## src/rtl/memr_pkg.sv

```systemverilog
// Shared types and constants for the memristor program/verify sequencer.
// Optional build macro used by the sequencer: MEMR_READ_FILTER_EN.
package memr_pkg;

  typedef enum logic [2:0] {
    IDLE      = 3'd0,
    RD_SETTLE = 3'd1,
    RD_SAMPLE = 3'd2,
    PULSE     = 3'd3,
    DONE      = 3'd4
  } memr_state_t;

  localparam logic MEMR_TGT_SET   = 1'b1;
  localparam logic MEMR_TGT_RESET = 1'b0;

  // Two-out-of-three vote used to filter noisy sense comparator reads.
  function automatic logic memr_majority3(input logic a, input logic b, input logic c);
    return (a & b) | (a & c) | (b & c);
  endfunction

endpackage

```

## src/rtl/memr_cyc_timer.sv

```systemverilog
// Loadable down-counter with a zero flag; times pulse, settle and sample windows.
module memr_cyc_timer #(
  parameter int W = 3
) (
  input  logic         clk,
  input  logic         rst_n,
  input  logic         load,
  input  logic [W-1:0] load_val,
  output logic         zero
);

  logic [W-1:0] cnt_r;

  // Load a new duration, otherwise count down and park at zero.
  always_ff @(posedge clk) begin
    if (!rst_n) begin
      cnt_r <= '0;
    end else if (load) begin
      cnt_r <= load_val;
    end else if (cnt_r != '0) begin
      cnt_r <= cnt_r - W'(1);
    end else begin
      cnt_r <= cnt_r;
    end
  end

  assign zero = (cnt_r == '0);

endmodule

```

## src/rtl/memristor_prog_verify.sv

```systemverilog
// Program/verify sequencer for one memristor cell: pre-read, then alternate
// SET/RESET pulses with verify reads until the cell matches or tries run out.
// Build macro MEMR_READ_FILTER_EN: 3-sample majority read instead of 1 sample.
module memristor_prog_verify
  import memr_pkg::*;
#(
  parameter int PULSE_CYC  = 4,
  parameter int SETTLE_CYC = 2,
  parameter int MAX_TRIES  = 8,
  parameter int CNT_W      = 4
) (
  input  logic             clk,
  input  logic             rst_n,
  input  logic             req_valid,
  output logic             req_ready,
  input  logic             req_target,
  output logic             set_pulse,
  output logic             reset_pulse,
  output logic             read_en,
  input  logic             sense_in,
  output logic             done_valid,
  output logic             done_ok,
  output logic [CNT_W-1:0] done_tries
);

`ifdef MEMR_READ_FILTER_EN
  localparam int SAMPLE_CYC = 3;
`else
  localparam int SAMPLE_CYC = 1;
`endif
  localparam int TMR_MAX0 = (PULSE_CYC > SETTLE_CYC) ? PULSE_CYC : SETTLE_CYC;
  localparam int TMR_MAX  = (TMR_MAX0 > SAMPLE_CYC) ? TMR_MAX0 : SAMPLE_CYC;
  localparam int TMR_W    = $clog2(TMR_MAX + 1);
  localparam logic [CNT_W-1:0] MAX_T = CNT_W'(MAX_TRIES);

  memr_state_t      state_r;
  logic             target_r;
  logic [CNT_W-1:0] tries_r;
  logic             tmr_load_s;
  logic [TMR_W-1:0] tmr_val_s;
  logic             tmr_zero_s;
  logic             sample_last_s;
  logic             sensed_s;
  logic             match_s;
  logic             limit_s;

`ifdef MEMR_READ_FILTER_EN
  logic [1:0] samp_r;

  // Keep the two earlier samples of the read window for the majority vote.
  always_ff @(posedge clk) begin
    if (!rst_n) begin
      samp_r <= 2'b00;
    end else if (state_r == RD_SAMPLE) begin
      samp_r <= {samp_r[0], sense_in};
    end else begin
      samp_r <= samp_r;
    end
  end
`endif

  // Read decision: on the last sample cycle, compare the sensed level to the target.
  always_comb begin
`ifdef MEMR_READ_FILTER_EN
    sample_last_s = tmr_zero_s;
    sensed_s      = memr_majority3(samp_r[1], samp_r[0], sense_in);
`else
    sample_last_s = 1'b1;
    sensed_s      = sense_in;
`endif
    match_s = (sensed_s == target_r);
    limit_s = (tries_r >= MAX_T);
  end

  // Timer reload on each timed-state entry. Entering RD_SETTLE from PULSE loads
  // one extra cycle: that first cycle is the all-low gap before read bias.
  always_comb begin
    tmr_load_s = 1'b0;
    tmr_val_s  = '0;
    case (state_r)
      IDLE: begin
        if (req_valid && req_ready) begin
          tmr_load_s = 1'b1;
          tmr_val_s  = TMR_W'(SETTLE_CYC - 1);
        end else begin
          tmr_load_s = 1'b0;
        end
      end
      RD_SETTLE: begin
        if (tmr_zero_s) begin
          tmr_load_s = 1'b1;
          tmr_val_s  = TMR_W'(SAMPLE_CYC - 1);
        end else begin
          tmr_load_s = 1'b0;
        end
      end
      RD_SAMPLE: begin
        if (sample_last_s && !match_s && !limit_s) begin
          tmr_load_s = 1'b1;
          tmr_val_s  = TMR_W'(PULSE_CYC - 1);
        end else begin
          tmr_load_s = 1'b0;
        end
      end
      PULSE: begin
        if (tmr_zero_s) begin
          tmr_load_s = 1'b1;
          tmr_val_s  = TMR_W'(SETTLE_CYC);
        end else begin
          tmr_load_s = 1'b0;
        end
      end
      default: begin
        tmr_load_s = 1'b0;
      end
    endcase
  end

  memr_cyc_timer #(.W(TMR_W)) u_timer (
    .clk      (clk),
    .rst_n    (rst_n),
    .load     (tmr_load_s),
    .load_val (tmr_val_s),
    .zero     (tmr_zero_s)
  );

  // Sequencer FSM; every output is a register updated on state entry/exit.
  always_ff @(posedge clk) begin
    if (!rst_n) begin
      state_r     <= IDLE;
      target_r    <= MEMR_TGT_RESET;
      tries_r     <= '0;
      req_ready   <= 1'b0;
      set_pulse   <= 1'b0;
      reset_pulse <= 1'b0;
      read_en     <= 1'b0;
      done_valid  <= 1'b0;
      done_ok     <= 1'b0;
      done_tries  <= '0;
    end else begin
      case (state_r)
        IDLE: begin
          if (req_valid && req_ready) begin
            target_r  <= req_target;
            tries_r   <= '0;
            req_ready <= 1'b0;
            read_en   <= 1'b1;
            state_r   <= RD_SETTLE;
          end else begin
            req_ready <= 1'b1;
          end
        end
        RD_SETTLE: begin
          read_en <= 1'b1;
          if (tmr_zero_s) begin
            state_r <= RD_SAMPLE;
          end
        end
        RD_SAMPLE: begin
          if (sample_last_s) begin
            read_en <= 1'b0;
            if (match_s || limit_s) begin
              done_valid <= 1'b1;
              done_ok    <= match_s;
              done_tries <= tries_r;
              state_r    <= DONE;
            end else begin
              tries_r     <= (tries_r < MAX_T) ? tries_r + CNT_W'(1) : tries_r;
              set_pulse   <= (target_r == MEMR_TGT_SET);
              reset_pulse <= (target_r == MEMR_TGT_RESET);
              state_r     <= PULSE;
            end
          end
        end
        PULSE: begin
          if (tmr_zero_s) begin
            set_pulse   <= 1'b0;
            reset_pulse <= 1'b0;
            state_r     <= RD_SETTLE;
          end
        end
        DONE: begin
          done_valid <= 1'b0;
          req_ready  <= 1'b1;
          state_r    <= IDLE;
        end
        default: begin
          state_r     <= IDLE;
          req_ready   <= 1'b0;
          set_pulse   <= 1'b0;
          reset_pulse <= 1'b0;
          read_en     <= 1'b0;
          done_valid  <= 1'b0;
        end
      endcase
    end
  end

endmodule

```

## config.mk

```make
export PLATFORM = sky130hd
export DESIGN_NAME = memristor_prog_verify
export DESIGN_NICKNAME = d
export VERILOG_FILES = /design/src/rtl/memr_pkg.sv /design/src/rtl/memr_cyc_timer.sv /design/src/rtl/memristor_prog_verify.sv
export SDC_FILE = /design/constraint.sdc
export NUM_CORES = 1
export LEC_CHECK = 0
export CAP_MARGIN = 20
export CORE_ASPECT_RATIO = 0.6
export CORE_UTILIZATION = 40
export CTS_CLUSTER_DIAMETER = 30
export CTS_CLUSTER_SIZE = 25
export DETAILED_ROUTE_END_ITERATION = 10
export GPL_ROUTABILITY_DRIVEN = 0
export PLACE_DENSITY = 0.69
export SLEW_MARGIN = 20
export SYNTH_ARGS = -nofsm -noshare
export SYNTH_HDL_FRONTEND = slang
export SYNTH_SLANG_ARGS = --single-unit
```

## constraint.sdc

```tcl
create_clock -name clk -period 4.1 [get_ports clk]
set_clock_uncertainty 0.1 [all_clocks]
set_input_delay 1.23 -clock clk [delete_from_list [all_inputs] [get_ports clk]]
set_output_delay 1.23 -clock clk [all_outputs]
set_load 0.01 [all_outputs]
```

==> results of run 1 <==
## sequential cells by signal (all words and copies together) (netlist names)
signal,count
reset_pulse,1
target_r,1
req_ready,1
tries_r,4
done_valid,1
set_pulse,1
state_r,3
done_ok,1
u_timer.cnt_r,3
done_tries,4
read_en,1
## cell families (layout without fill, tap and decap cells)
family	after synthesis	count (layout)	share of synthesized area, %
AND/OR/NAND/NOR	49	49	23.8
AO/OA/AOI/OAI	21	21	13.8
flip-flops	21	21	41.1
buffers and inverters	13	26	5.99
multiplexers	8	8	7.82
adder cells (fa/ha/maj)	4	4	4.89
XOR/XNOR	3	3	2.57
## metrics by stage
step	power (W)	cells	cell area [sq um]	worst slack, ps	hold slack (ps)
after global placement	0.000415	158	1170	1200	344
final	0.000561	162	1220	1410	358
after global routing	0.000594	162	1220	1310	383
after detailed placement	0.000419	158	1170	1140	352
after floorplan	0.000379	119	1020	1800	373
after CTS	0.000560	162	1220	1400	361
## final cells by class
class | count | share of cell area (%)
Clock buffer | 3 | 3.40
Clock inverter | 1 | 0.412
Inverter | 8 | 2.47
Multi-Input combinational cell | 85 | 44.5
Sequential cell | 21 | 34.6
Tap cell | 30 | 3.09
Timing Repair Buffer | 14 | 11.5
## power breakdown
group	total [W]	switching, W	internal [W]	leakage, nW
Clock	0.000141	0.0000729	0.0000679	0.0255
Sequential	0.000248	0.0000227	0.000226	0.171
Combinational	0.000172	0.0000979	0.0000741	0.277
## worst paths after layout
kind	slack (ps)	cells after the start	endpoint
worst min-delay path	360	2	set_pulse
worst max register to register	2250	6	reset_pulse
worst max-delay path	1410	5	reset_pulse
worst min register to register	360	2	set_pulse
## worst max-delay path, delay by kind of cell
kind | cells | cell delay, ps
AO/OA/AOI/OAI | 2 | 750
buffers and inverters | 1 | 450
multiplexers | 1 | 190
XOR/XNOR | 1 | 170
## routing by layer
metal | GRT usage (%) | routed length (um)
met5 | 0 | 0
met4 | 9.57 | 20
met3 | 6.67 | 142
met2 | 23.5 | 805
met1 | 23.1 | 1090
## Yosys cell counts
cell type,count
nand2b_1,2
o21ai_1,1
nor4_1,2
a21oi_1,9
nor3_1,5
o21ba_2,1
o22ai_1,1
a31oi_1,1
nor2_1,11
nor2b_1,1
mux2i_1,8
nand2_1,15
a311o_1,1
or3_1,1
o21ai_0,4
nand3_1,5
inv_1,8
nand3b_1,1
nand4_1,3
and3_1,1
clkbuf_1,2
nor3b_1,1
buf_2,1
a2111oi_0,1
xnor2_1,1
dfxtp_1,21
xor2_1,2
nor3b_4,1
buf_6,1
o221a_2,1
buf_4,1
a21boi_4,1
ha_1,4
==> run_results.csv, run 1 <==
group,metric,value,unit
cts,clockRootBuffer,"clkbuf_8",
synthesis,syn-cell-area,1020,sq um
critical_path,worstPathMaxFanout,5,
cts,cts_max_path_buffers,2,
timing,hold_violations,0,
critical_path,cp-start-kind,"primary input",
timing,post-route-period-util,65.6,%
synthesis,synth_cell_types,33,
die,fp.dieH,41.2,um
critical_path,criticalPathCategory,"primary input to flip-flop",
flow_run,maxCapViolations,0,
cts,cts_inserted_buffers,3,
critical_path,cp_slowest_stage_delay,450,ps
cells_and_area,seqCellArea,420,sq um
critical_path,crit_path_end_kind,"flip-flop",
cells_and_area,n_antenna_cell,0,
global_routing,grt_max_degree,14,
critical_path,reg2reg_from,"u_timer.cnt_r[0]",
die,dieArea,2770,sq um
die,num_rows,13,
synthesis,synth_warnings,0,
global_routing,grt_pass1_vias,676,
route,antenna_left,0,
cells_and_area,final_common_cell,"dfxtp_1",
critical_path,crit_chain,"clkdlybuf4s50_1 > xnor2_1 > o21ai_1 > a21boi_4 > mux2i_1",
critical_path,arrival,2790,ps
global_routing,grt_pass1_wl,3.19,mm
route,drc_errors,0,
cells_and_area,area_delta_synth_final,18.8,%
power_and_ir_drop,max-vdd-ir-drop,0.349,mV
cells_and_area,mostFrequentLayoutCells,"21 x dfxtp_1, 15 x nand2_1, 14 x clkdlybuf4s50_1",
cts,cts_resized,0,
timing,slew_headroom,51.1,%
cells_and_area,nets,142,
synthesis,avgSynthCellArea,8.60,sq um
cts,clkLatencyLatePin,270,ps
cts,cts_setup_buffers,0,
critical_path,critPathRequiredTime,4200,ps
synthesis,synth_top_area_share,41.1,%
synthesis,synthesis.nets,128,
placed_design,hpwl,1.48,mm
die,core,2290,sq um
synthesis,synth-seq-cells,21,
die,die_x,67.3,um
die,ios,15,
global_routing,antenna_found_initial,0,
cells_and_area,postLayoutCoreUtil,53.0,%
timing,finalSetupTns,0,ps
synthesis,syn_inst,119,
route,first_pass_iters,4,
cells_and_area,drive_gt1_share,6.06,%
cells_and_area,n_fill_cell,211,
timing,setup_viol,0,
cts,cts_tree,"built",
cts,clk_pin_slew_worst_paths,80,ps
cts,cts.sinks,21,
route,drtIter0Drc,51,
hold_path,hp-class,"flip-flop to flip-flop",
cells_and_area,multi_input_area,542,sq um
cts,holdBufCountCts,0,
synthesis,ys_seq_area_share,41.1,%
timing,worst_pin_slew,715,ps
global_routing,overflow,0,
die,initial_core_util,44.6,%
synthesis,synth_area_leader_cell,"dfxtp_1",
power_and_ir_drop,p_per_area,461,nW/um^2
critical_path,slowest_stage,"clkdlybuf4s50_1",
status,status,"finished, final reports clean",
route,viasPerCell,5.24,
hold_path,min-delay-start,"set_pulse",
placed_design,numPortBuffers,14,
cts,htree_levels,1,
timing,post-route-min-period,2690,ps
global_routing,grt_usage,17.2,%
timing,grt_setup_unrepaired,"no",
power_and_ir_drop,leakagePower,0.473,nW
timing,final-max-slew-violation-count,0,
timing,max_freq,0.372,GHz
route,avgRoutedWirePerCell,12.7,um
route,num_vias,849,
synthesis,synthTopCellsByArea,"dfxtp_1 41%, mux2i_1 7.8%, nand2_1 5.5%",
route,wirelength,2.06,mm
critical_path,critPathLaunch,"sense_in",
(Power assumes the default switching activity.)
==> inputs of run 2 (changes only) <==
- clock period: 4.1 -> 2.65 ns (I/O delays scaled with it)
==> run_results.csv, run 2 (synthesis results as in run 1) <==
group,metric,value,unit
status,status,"finished, final reports clean",
hold_path,hp-class,"flip-flop to flip-flop",
cts,cts_tree,"built",
cts,clockRootBuffer,"clkbuf_8",
cells_and_area,area_delta_synth_final,20.3,%
die,dieArea,2770,sq um
route,viasPerCell,5.27,
cts,cts_inserted_buffers,3,
route,first_pass_iters,4,
die,num_rows,13,
global_routing,grt_pass1_vias,726,
timing,max_freq,0.471,GHz
placed_design,numPortBuffers,14,
route,avgRoutedWirePerCell,13.0,um
timing,final-max-slew-violation-count,0,
timing,slew_headroom,51.1,%
cts,holdBufCountCts,0,
critical_path,ff2ff_path_depth,6,
power_and_ir_drop,p_clk_share,24.9,%
power_and_ir_drop,power_frac_seq,44.7,%
cells_and_area,n_fill_cell,207,
die,fp.dieH,41.2,um
route,drtIter0Drc,24,
die,initial_core_util,44.6,%
cts,cts.sinks,21,
global_routing,grt_max_degree,14,
cts,clkLatencyLatePin,270,ps
placed_design,hpwl,1.56,mm
power_and_ir_drop,pwr-share-comb,30.4,%
critical_path,crit_path_end_kind,"flip-flop",
critical_path,worstPathMaxFanout,4,
power_and_ir_drop,leakagePower,0.482,nW
timing,worst_pin_slew,715,ps
die,core,2290,sq um
timing,post-route-period-util,80.1,%
timing,setup_viol,0,
cells_and_area,reg_top3,"done_tries (4), tries_r (4)",
critical_path,cp-start-kind,"primary input",
critical_path,crit_path_end,"u_timer.cnt_r[1]",
cts,cts_setup_buffers,0,
route,antenna_left,0,
die,die_x,67.3,um
global_routing,overflow,0,
die,ios,15,
cells_and_area,seqCellArea,420,sq um
cells_and_area,final_area,1230,sq um
global_routing,grt_usage,18.2,%
cts,cts_max_path_buffers,2,
timing,grt_setup_unrepaired,"no",
cells_and_area,nets,144,
cells_and_area,n_antenna_cell,0,
critical_path,r2r_end,"set_pulse",
critical_path,critPathLaunch,"sense_in",
flow_run,maxCapViolations,0,
critical_path,critPathRequiredTime,2750,ps
global_routing,antenna_found_initial,0,
global_routing,grt_pass1_wl,3.49,mm
power_and_ir_drop,max-vdd-ir-drop,0.370,mV
cells_and_area,multi_input_area,542,sq um
cts,clk_pin_slew_worst_paths,80,ps
cells_and_area,drive_gt1_share,7.46,%
route,wirelength,2.14,mm
critical_path,criticalPathCategory,"primary input to flip-flop",
critical_path,ff2ff_setup_slack,840,ps
route,drc_errors,0,
power_and_ir_drop,cellInternalPower,0.000570,W
timing,finalSetupTns,0,ps
critical_path,arrival,2220,ps
power_and_ir_drop,p_switching,0.000291,W
timing,post-route-min-period,2120,ps
hold_path,holdPathStages,2,
placed_design,placed_area,1180,sq um
route,num_vias,865,
power_and_ir_drop,p_sw_share,33.8,%
timing,whs,361,ps
cells_and_area,mostFrequentLayoutCells,"21 x dfxtp_1, 15 x nand2_1, 14 x clkdlybuf4s50_1",
timing,hold_violations,0,
cts,htree_levels,1,
cts,cts_resized,0,
critical_path,reg2reg_from,"u_timer.cnt_r[1]",
cells_and_area,final_common_cell,"dfxtp_1",
power_and_ir_drop,p_per_area,699,nW/um^2
run 2: worst min-delay path by stage:
stage,startpoint,end,slack [ps]
final,done_tries[3],done_tries[3],360
after global routing,done_tries[3],done_tries[3],400
after CTS,done_tries[3],done_tries[3],360
after detailed placement,done_ok,done_ok,350
after global placement,set_pulse,set_pulse,340
after floorplan,tries_r[2],tries_r[3],370
run 2: power groups by stage:
stage               clock network [W]  logic (W)  registers, W
finish                       0.000214   0.000261      0.000385
global route                 0.000233   0.000293      0.000392
floorplan                           0   0.000207      0.000380
detailed placement                  0   0.000258      0.000391
global placement                    0   0.000251      0.000389
CTS                          0.000218   0.000258      0.000384
run 2: layer usage:
layer / track usage [%] / share of wire, % / vias to the layer above
met1: 25.5 / 55 / 397
met4: 3.19 / 0 / 0
met5: 0 / 0 / -
met3: 6.94 / 4.5 / 0
li1: - / - / 442
met2: 26.3 / 41 / 26
run 2: layout make-up:
class,instances,area share (%)
tap,30,3.05
timing repair buffer,16,12.6
inverter,8,2.44
sequential,21,34.1
clock inverter,1,0.407
multi-input combinational,85,44.0
clock buffer,3,3.35
run 2: critical path, stage by stage:
cell and delay (ps):
clkdlybuf4s50_1 510, xor2_1 260, nand3_1 190, a311o_1 350, a21oi_1 120
run 2: metrics by stage:
| stage | utilization [%] | worst slack (ps) | instances | power [W] |
|---|---|---|---|---|
| final | 53.7 | 526 | 164 | 0.000861 |
| after global routing | 53.7 | 402 | 164 | 0.000919 |
| after CTS | 53.7 | 562 | 164 | 0.000861 |
| after detailed placement | 51.7 | 298 | 160 | 0.000649 |
| after global placement | 51.7 | 336 | 160 | 0.000641 |
| after floorplan | - | 786 | 119 | 0.000587 |
